[src/rtl/ball_rom_arbiter_pkg.sv]
// Shared types and helpers for the ball sprite ROM arbiter.
package ball_arb_pkg;

  typedef enum logic {ARB, LOCKED} arb_state_t;

  localparam int MAX_REQ = 8;
  localparam int MAX_IW  = $clog2(MAX_REQ);

  // OR-reduction of set-bit positions; exact for one-hot (and zero) inputs
  function automatic logic [MAX_IW-1:0] onehot_to_idx(input logic [MAX_REQ-1:0] oh);
    logic [MAX_IW-1:0] idx;
    idx = '0;
    for (int i = 0; i < MAX_REQ; i++) begin
      if (oh[i]) idx = idx | MAX_IW'(i);
    end
    return idx;
  endfunction

endpackage

[src/rtl/ball_rom_arbiter_if.sv]
// Requester-side bus of the ball ROM arbiter: req/addr/lock in, gnt and one-hot read return out.
interface ball_rom_arbiter_if #(
  parameter int N_REQ      = 2,
  parameter int ADDR_WIDTH = 20,
  parameter int DATA_WIDTH = 12
);
  logic [N_REQ-1:0]            req;
  logic [N_REQ*ADDR_WIDTH-1:0] addr;
  logic [N_REQ-1:0]            lock;
  logic [N_REQ-1:0]            gnt;
  logic [DATA_WIDTH-1:0]       rd_data;
  logic [N_REQ-1:0]            rd_valid;

  modport master (output req, addr, lock, input gnt, rd_data, rd_valid);
  modport slave  (input req, addr, lock, output gnt, rd_data, rd_valid);
endinterface

[src/rtl/ball_rom_arbiter_rr_pick.sv]
// Combinational round-robin picker: highest priority at last+1, wrapping modulo N_REQ.
module rr_pick
  import ball_arb_pkg::*;
#(
  parameter  int N_REQ = 2,
  localparam int IW    = $clog2(N_REQ)
) (
  input  logic [N_REQ-1:0] req,
  input  logic [IW-1:0]    last,
  output logic [N_REQ-1:0] gnt,
  output logic [IW-1:0]    idx
);

  logic [IW-1:0] j;

  // Scan from lowest to highest priority so the last hit wins
  always_comb begin
    gnt = '0;
    j   = '0;
    for (int k = N_REQ; k >= 1; k--) begin
      j = IW'((int'(last) + k) % N_REQ);
      if (req[j]) begin
        gnt    = '0;
        gnt[j] = 1'b1;
      end
    end
  end

  assign idx = IW'(onehot_to_idx(MAX_REQ'(gnt)));

endmodule

[src/rtl/ball_rom_arbiter.sv]
// Round-robin share of a 1-cycle ball ROM; data returns 2 cycles after gnt with one-hot rd_valid.
// Optional burst lock (owner keeps the ROM while lock is held) when BALL_ARB_LOCK_EN is defined.
module ball_rom_arbiter
  import ball_arb_pkg::*;
#(
  parameter int N_REQ      = 2,
  parameter int ADDR_WIDTH = 20,
  parameter int DATA_WIDTH = 12
) (
  input  logic                  clk,
  input  logic                  rst,
  ball_rom_arbiter_if.slave     bus,
  output logic [ADDR_WIDTH-1:0] rom_addr,
  input  logic [DATA_WIDTH-1:0] rom_dout
);

  localparam int IW = $clog2(N_REQ);

  logic [IW-1:0]         last;
  logic [IW-1:0]         pick_idx;
  logic [IW-1:0]         g_idx;
  logic [N_REQ-1:0]      pick_gnt;
  logic [N_REQ-1:0]      g_vec;
  logic [N_REQ-1:0]      vld1;
  logic [N_REQ-1:0]      vld2;
  logic [ADDR_WIDTH-1:0] addr_sel;

  rr_pick #(.N_REQ(N_REQ)) u_pick (
    .req  (bus.req),
    .last (last),
    .gnt  (pick_gnt),
    .idx  (pick_idx)
  );

`ifdef BALL_ARB_LOCK_EN
  arb_state_t    state;
  arb_state_t    state_nxt;
  logic [IW-1:0] owner;

  // While the owner holds lock only it can be granted; the release cycle arbitrates normally
  always_comb begin
    state_nxt = state;
    g_vec     = pick_gnt;
    g_idx     = pick_idx;
    if (state == LOCKED && bus.lock[owner]) begin
      g_vec        = '0;
      g_vec[owner] = bus.req[owner];
      g_idx        = owner;
    end else begin
      state_nxt = (|pick_gnt && bus.lock[pick_idx]) ? LOCKED : ARB;
    end
  end

  always_ff @(posedge clk or posedge rst) begin
    if (rst) begin
      state <= ARB;
      owner <= '0;
    end else begin
      state <= state_nxt;
      if (state_nxt == LOCKED && |g_vec) owner <= g_idx;
    end
  end
`else
  logic unused_lock;
  assign unused_lock = ^bus.lock;
  assign g_vec       = pick_gnt;
  assign g_idx       = pick_idx;
`endif

  assign bus.gnt = g_vec;

  always_comb begin
    addr_sel = rom_addr;
    for (int i = 0; i < N_REQ; i++) begin
      if (g_vec[i]) addr_sel = bus.addr[i*ADDR_WIDTH +: ADDR_WIDTH];
    end
  end

  always_ff @(posedge clk or posedge rst) begin
    if (rst) begin
      last     <= IW'(N_REQ - 1);
      rom_addr <= '0;
      vld1     <= '0;
      vld2     <= '0;
    end else begin
      rom_addr <= addr_sel;
      vld1     <= g_vec;
      vld2     <= vld1;
      if (|g_vec) last <= g_idx;
    end
  end

  // ROM dout lines up with vld2; passed through unregistered
  assign bus.rd_valid = vld2;
  assign bus.rd_data  = rom_dout;

endmodule

[src/flat_wrapper.sv]
// flat-port wrapper written by rule: the top's interface ports become plain ports
module ball_rom_arbiter_flat import ball_arb_pkg::*;
#(
  parameter int N_REQ      = 2,
  parameter int ADDR_WIDTH = 20,
  parameter int DATA_WIDTH = 12
)
  (clk, rst, rom_addr, rom_dout, bus_req, bus_addr, bus_lock, bus_gnt, bus_rd_data, bus_rd_valid);
  ball_rom_arbiter_if #(.N_REQ(N_REQ), .ADDR_WIDTH(ADDR_WIDTH), .DATA_WIDTH(DATA_WIDTH)) bus_i ();
  input  logic clk;
  input  logic rst;
  output logic [ADDR_WIDTH-1:0] rom_addr;
  input  logic [DATA_WIDTH-1:0] rom_dout;
  input wire logic [$bits(bus_i.req)-1:0] bus_req;
  input wire logic [$bits(bus_i.addr)-1:0] bus_addr;
  input wire logic [$bits(bus_i.lock)-1:0] bus_lock;
  output wire logic [$bits(bus_i.gnt)-1:0] bus_gnt;
  output wire logic [$bits(bus_i.rd_data)-1:0] bus_rd_data;
  output wire logic [$bits(bus_i.rd_valid)-1:0] bus_rd_valid;
  assign bus_i.req = bus_req;
  assign bus_i.addr = bus_addr;
  assign bus_i.lock = bus_lock;
  assign bus_gnt = bus_i.gnt;
  assign bus_rd_data = bus_i.rd_data;
  assign bus_rd_valid = bus_i.rd_valid;
  ball_rom_arbiter #(.N_REQ(N_REQ), .ADDR_WIDTH(ADDR_WIDTH), .DATA_WIDTH(DATA_WIDTH)) u_core (.clk(clk), .rst(rst), .bus(bus_i), .rom_addr(rom_addr), .rom_dout(rom_dout));
endmodule
[config.mk]
export PLATFORM = sky130hd
export DESIGN_NAME = ball_rom_arbiter_flat
export DESIGN_NICKNAME = d
export VERILOG_FILES = /design/src/rtl/ball_rom_arbiter_pkg.sv /design/src/rtl/ball_rom_arbiter_if.sv /design/src/rtl/ball_rom_arbiter_rr_pick.sv /design/src/rtl/ball_rom_arbiter.sv /design/src/flat_wrapper.sv
export SDC_FILE = /design/constraint.sdc
export NUM_CORES = 1
export LEC_CHECK = 0
export BUFFER_PORTS_ARGS = -buffer_cell sky130_fd_sc_hd__buf_2
export CAP_MARGIN = 20
export CORE_MARGIN = 2
export CORE_UTILIZATION = 40
export CTS_CLUSTER_SIZE = 12
export DETAILED_ROUTE_END_ITERATION = 8
export PLACE_DENSITY = 0.79
export SYNTH_ARGS = -nofsm -noshare
export SYNTH_HDL_FRONTEND = slang
export SYNTH_SLANG_ARGS = --single-unit
[constraint.sdc]
create_clock -name clk -period 4 [get_ports clk]
set_clock_uncertainty 0.2 [all_clocks]
set_input_delay 0.4 -clock clk [delete_from_list [all_inputs] [get_ports clk]]
set_output_delay 0.4 -clock clk [all_outputs]
set_load 0.1 [all_outputs]
==> results of run 1 <==
==> metal layers <==
layer | vias up | part of all wire [%] | global-route usage, % | wire length [um]
li1 | 525 | - | - | -
met1 | 521 | 43 | 21.62 | 1381
met2 | 58 | 47 | 28.32 | 1541
met3 | 14 | 8.4 | 3.604 | 272
met4 | 0 | 1.5 | 6.111 | 49
met5 | - | 0 | 0 | 0
==> where the power goes <==
group / internal, mW / leakage (nW) / switching, mW
registers: 0.285 / 0.291 / 0.0145
logic: 0.0869 / 0.503 / 0.293
clock network: 0.0389 / 0.0150 / 0.0696
==> metrics by stage <==
| stage | hold slack (ns) | instance area, um2 | util (%) |
|---|---|---|---|
| after floorplan | 0.1312 | 1389 | - |
| after global placement | 0.1324 | 1595 | 47.81 |
| after detailed placement | 0.1395 | 1595 | 47.81 |
| after CTS | 0.09556 | 1622 | 48.59 |
| after global routing | 0.1028 | 1647 | 49.34 |
| final | 0.1145 | 1647 | 49.34 |
==> registers in the layout, summed over array words and instances (netlist names) <==
register / count
u_core.vld1: 2
u_core.rom_addr: 20
u_core.bus.rd_valid: 2
u_core.last: 1
==> final timing paths <==
check | endpoint | slack (ns) | cells after the start
min | u_core.rom_addr[5]$_DFFE_PP0P_ | 0.11 | 2
max in group asynchronous | u_core.last$_DFFE_PP1P_ | 2.65 | 4
max reg2reg | u_core.rom_addr[2]$_DFFE_PP0P_ | 2.34 | 3
min in group asynchronous | u_core.rom_addr[3]$_DFFE_PP0P_ | 0.42 | 3
max | bus_gnt[0] | 1.49 | 5
min reg2reg | u_core.bus.rd_valid[0]$_DFF_PP0_ | 0.17 | 0
==> cell type report <==
type	instances	area share (%)
Multi-Input combinational cell	64	33.59
Tap cell	46	3.495
Timing Repair Buffer	70	22.34
Inverter	4	0.9119
Sequential cell	25	38.07
Clock buffer	4	1.596
==> layout by cell type, fill, tap and decap left out <==
cell and count:
o21ai_0 1, buf_2 67, o221a_1 7, nor2b_1 17
a21oi_1 1, a211o_1 19, nor3_1 1, nand2_2 1
o221a_2 12, o21a_1 1, dfrtp_1 24, clkbuf_4 3
nand2b_1 1, dlygate4sd3_1 1, dfstp_2 1, inv_1 4
clkbuf_1 1, buf_8 1, a21boi_2 1, and2b_4 2
buf_4 1
==> cells by family after synthesis <==
| logic type | Yosys count | share of synthesized area (%) |
|---|---|---|
| flip-flops | 25 | 45.14 |
| AND/OR/NAND/NOR | 22 | 10.36 |
| buffers and inverters | 27 | 15.05 |
| AO/OA/AOI/OAI | 42 | 29.46 |
==> summary.md, run 1 <==
| Metric | Value |
|---|---|
| Status | `finished, final reports clean` |
| WP data arrival | `approximately 1.9 ns` |
| Htree depth | `1` |
| Total power | `0.7876 mW` |
| Multi-input gate area | `about 550 um2` |
| CP cell instances | `buf_2 -> nand2b_1 -> nand2_2 -> inv_1 -> buf_2` |
| Finished Layout Cells | `around 210` |
| Register area | `626.9 um2` |
| Synth-to-layout area growth | `18.56%` |
| Buffers on Ports | `between 60 and 70` |
| Worst path top cell family by delay | `buffers and inverters` |
| Sequential share of the synthesized area | `45.14%` |
| Layout cells sized above 1 | `53.29%` |
| Die area | `3960 um2` |
| Ys async rst share | `100.0%` |
| Pre-CTS WS | `1.503 ns` |
| I/O pins | `94` |
| Post-synth EDFFs | `0` |
| Total CTS buffers | `3` |
| CP Capture Type | `output pin` |
| Synth cell count leaders | `24 x dfrtp_1, 19 x a211o_1, 17 x nor2b_1` |
| Number of max-cap violations | `0` |
| Diode count | `0` |
| Clk_lat worst skew | `around 0.3 ns` |
| Max clock buf depth | `2` |
| Final Cycle Share | `62.68%` |
| Final Hold Vio Count | `0` |
| CTS resizes | `0` |
| Vias in the first global route | `roughly 1100` |
| CP max stage cell | `buf_2` |
| Total GRT Usage | `16.99%` |
| Fmax | `roughly 400 MHz` |
| Post-Route WL | `3.245 mm` |
| Post-Syn Instances | `116` |
| Count leader, synth | `dfrtp_1` |
| Worst min path class | `primary input to flip-flop` |
| RePlAce Congestion | `0.6731` |
| Area share of the largest cell type after synthesis | `43.24%` |
| Die width | `62.93 um` |
| Residual DRC count | `0` |
| Largest net degree at the start of global routing | `42` |
| Startpoint Class | `primary input` |
| Synthesized Nets | `174` |
| Synth area leader | `dfrtp_1` |
| Pwr dens | `~480 nW/um2` |
| Root buffer cell | `clkbuf_4` |
| Initial antenna violation count | `0` |
| R2r startpoint | `u_core.last$_DFFE_PP1P_` |
| # rows | `21` |
| Netlist cell types | `18` |
| Nets | `~230` |
| DP Wirelength | `2.296 mm` |
| Vias | `1118` |
| Dominant cells by area after synthesis | `dfrtp_1 43%, a211o_1 12%, o221a_2 9.7%, nor2b_1 7.7%, buf_4 7.6%` |
| 1st-pass router iterations | `4` |
| Worst setup startpoint | `bus_req[1]` |
| Cells after DPL | `207` |
| CP max FO | `just over 40` |
| CTS tree | `yes` |
| Worst vdd ir | `0.2182 mV` |
| Max-slew headroom | `54.92%` |
| Core area | `approximately 3300 um2` |
| Yosys warning count | `0` |
| Cell area after synthesis | `1389 um2` |
| Post-CTS setup buffers | `0` |
| Post-route ant nets | `0` |
| Critical setup path kind | `primary input to output pin` |
| Worst EP required | `3.40 ns` |
| Count of hold-fix buffers inserted at cts | `0` |
| RSZ-0062 raised after global routing | `false` |
| Filler cell count | `306` |
| Synthesized flop and latch total | `25` |
| Setup TNS Final | `0 ns` |
| Drt initial violations | `54` |
| Vias per inst | `5.249` |
| Critical hold path startpoint | `bus_addr[5]` |
| Critical path buffer and inverter count | `3` |
| Cell mode on critical path | `buf_2` |
| Final setup violating endpoints | `0` |
| Syn avg cell area | `11.97 um2` |
| Dominant synthesized flop cell | `dfrtp_1` |
| Gr ovfl total | `0` |
| Worst-path clk slew | `0.13 ns` |
| PnR worst setup slack | `~1.5 ns` |
| Final Max Slew Viols | `0` |
| DIE HEIGHT | `62.93 um` |
| Starting Density | `41.62%` |
| LEAKAGE | `between 0.8 and 0.9 nW` |
| Slew @ Worst Pin | `0.6762 ns` |
| Min Clock Period, post-route | `2.507 ns` |
| First-pass GRT wire length | `5.423 mm` |
| Clock sinks | `25` |
| Routed length per instance | `15.23 um` |
| Max incr delay on CP | `approximately 0.53 ns` |
Power figures use the tool's default switching activity.
==> run 2: changes to the inputs <==
- clock period: 4 -> 2.4 ns (I/O delays scaled with it)
==> run 2 against run 1 <==
Die area unchanged. Sequential power up 67%. Wire length rose by 15%. Hold slack got worse by 0.098 ns. Critical path depth down 1. Critical path type is now flip-flop to output pin. Largest cell class unchanged.
==> summary.md, run 2 (synthesis gave the netlist of run 1 again) <==
| Metric | Value |
|---|---|
| Worst-path clk slew | `0.13 ns (about the same)` |
| R2r startpoint | `u_core.last$_DFFE_PP1P_` |
| Buffers on Ports | `67 (unchanged)` |
| Final setup violating endpoints | `0 (unchanged)` |
| WL met3 | `269 um (-1.1%)` |
| Clock share of power | `13.7% (about the same)` |
| Total GRT Usage | `18.78% (+1.8 points)` |
| Critical path buffer and inverter count | `2 (-1)` |
| Worst min path class | `primary input to flip-flop` |
| Setup TNS Final | `0 ns (unchanged)` |
| Final Cycle Share | `85.78%` |
| Layout cells sized above 1 | `47.12% (-6.2 points)` |
| Worst vdd ir | `0.3916 mV (+79%)` |
| LEAKAGE | `0.9077 nW (+12%)` |
| Cells after DPL | `209 (+0.97%)` |
| Final Hold Vio Count | `0 (unchanged)` |
| Vias in the first global route | `1299 (+17%)` |
| Max-slew headroom | `35.70% (-19 points)` |
| Post-Route WL | `3.743 mm (+15%)` |
| Max clock buf depth | `2 (unchanged)` |
| Pwr dens | `720.4 nW/um2 (+51%)` |
| Commonest non-fill, non-tap cell in the layout | `buf_2` |
| Pint | `0.7094 mW (+73%)` |
| Metal-1 WL | `1.502 mm (+8.8%)` |
| Final Max Slew Viols | `0 (unchanged)` |
| CP Capture Type | `output pin` |
| Gr ovfl total | `0 (unchanged)` |
| Status | `finished, final reports clean` |
| Vias per inst | `5.245 (about the same)` |
| Core area | `3337 um2 (unchanged)` |
| Max incr delay on CP | `0.57 ns (+0.04 ns)` |
| Psw | `0.6426 mW (+70%)` |
| Worst setup startpoint | `u_core.last$_DFFE_PP1P_` |
| Root buffer cell | `clkbuf_4` |
| Fmax | `slightly below 500 MHz` |
| PnR worst setup slack | `0.3413 ns (-1.151 ns)` |
| I/O pins | `94 (unchanged)` |
| Vias | `1243 (+11%)` |
| Htree depth | `1 (unchanged)` |
| Starting Density | `41.62% (unchanged)` |
| Register area | `626.9 um2 (unchanged)` |
| WP data arrival | `1.62 ns (-0.29 ns)` |
| Largest net degree at the start of global routing | `26 (-38%)` |
| Filler cell count | `305 (-0.33%)` |
| Critical setup path kind | `flip-flop to output pin` |
| CP max stage cell | `dfstp_2` |
| Initial antenna violation count | `0 (unchanged)` |
| Startpoint Class | `flip-flop` |
| Worst path top cell family by delay | `flip-flops` |
| Worst EP required | `1.96 ns (-1.44 ns)` |
| Critical hold path startpoint | `bus_addr[33]` |
| Diode count | `0 (unchanged)` |
| Most frequent cells in the layout | `67 x buf_2, 24 x dlygate4sd3_1, 24 x dfrtp_1` |
| Clk_lat worst skew | `0.31 ns (about the same)` |
| Die width | `62.93 um (unchanged)` |
| Placement Cell Area | `1610 um2 (+0.94%)` |
| Min Clock Period, post-route | `2.059 ns` |
| Drt initial violations | `83 (+54%)` |
| Routed length per instance | `15.79 um (+3.7%)` |
| Top reg by flops | `u_core.rom_addr` |
| CTS resizes | `0 (unchanged)` |
| # rows | `21 (unchanged)` |
| Number of max-cap violations | `0 (unchanged)` |
| Nets | `250 (+11%)` |
| RSZ-0062 raised after global routing | `false` |
| Max reg flops | `20 (unchanged)` |
| DP Wirelength | `2.377 mm (+3.5%)` |
| Clock sinks | `25 (unchanged)` |
| Multi-input gate area | `553.0 um2 (unchanged)` |
| Combinational Power Share | `49.5% (+1.3 points)` |
| First-pass GRT wire length | `5.989 mm (+10%)` |
| DIE HEIGHT | `62.93 um (unchanged)` |
| Highest routing layer actually used | `met4` |
| Design Area, Final | `1877 um2 (+14%)` |
| Synth-to-layout area growth | `35.14%` |
| Sw Ratio | `47.53% (-0.35 points)` |
| RePlAce Congestion | `0.6959 (+3.4%)` |
| Total CTS buffers | `3 (unchanged)` |
| Post-route ant nets | `0 (unchanged)` |
| Die area | `3960 um2 (unchanged)` |
| Slew @ Worst Pin | `0.9634 ns (+0.2872 ns)` |
| Finished Layout Cells | `237 (+11%)` |
| Pre-CTS WS | `0.6374 ns (-0.8658 ns)` |
| CP max FO | `3 (-93%)` |
| CTS tree | `yes` |
| Register share of total power | `36.8% (-1.2 points)` |
| Residual DRC count | `0 (unchanged)` |
| CP cell instances | `nand2b_1 -> nand2_2 -> inv_1 -> buf_2` |
| Routed wl met2 | `1.921 mm (+25%)` |
| 1st-pass router iterations | `4 (unchanged)` |
## run 2: cell types whose count changed in the layout (fill, tap and decap cells not counted)
cell	before	now
buf_4	1	3
buf_8	1	0
dlygate4sd3_1	1	24
## run 2: per-stage QoR
| stage | hold slack, ns | power, mW | util, % |
|---|---|---|---|
| 3_5_place_dp | 0.1387 | 1.142 | 48.26 |
| 3_3_place_gp | 0.1314 | 1.128 | 48.26 |
| 2_1_floorplan | 0.06658 | 1.123 | - |
| 4_1_cts | 0.001320 | 1.360 | 55.04 |
| 5_1_grt | 0.0008463 | 1.415 | 56.24 |
| 6_report | 0.01648 | 1.352 | 56.24 |
## run 2: per-layer routing
layer | global-route usage, % | up-vias
li1 | - | 574
met5 | 0 | -
met1 | 21.12 | 601
met2 | 34.84 | 54
met3 | 3.423 | 14
met4 | 6.944 | 0
## run 2: path summary, 6_finish.rpt
path / to / slack, ns / cells past startpoint
min reg2reg: u_core.bus.rd_valid[0]$_DFF_PP0_ / 0.16 / 0
min in group asynchronous: u_core.rom_addr[4]$_DFFE_PP0P_ / 0.47 / 3
max reg2reg: u_core.rom_addr[19]$_DFFE_PP0P_ / 0.80 / 4
max in group asynchronous: u_core.rom_addr[6]$_DFFE_PP0P_ / 0.94 / 3
max: bus_gnt[0] / 0.34 / 4
min: u_core.rom_addr[13]$_DFFE_PP0P_ / 0.02 / 2
## run 2: power groups by stage
stage / logic, mW / registers, mW / clock network [mW]
CTS: 0.662 / 0.498 / 0.200
global route: 0.697 / 0.504 / 0.214
detailed placement: 0.636 / 0.506 / 0
floorplan: 0.269 / 0.853 / 0
finish: 0.669 / 0.498 / 0.185
global placement: 0.625 / 0.503 / 0
## run 2: layout make-up
class	count	area share [%]
multi-input combinational	64	29.47
inverter	4	0.8000
sequential	25	33.40
tap	46	3.067
timing repair buffer	94	31.87
clock buffer	4	1.400
## run 2: repair_timing
action | 4_1_cts | 5_1_grt
hold endpoints to repair | 43 | 4
hold buffers | 20 | 4
buffers inserted | 0 | 0
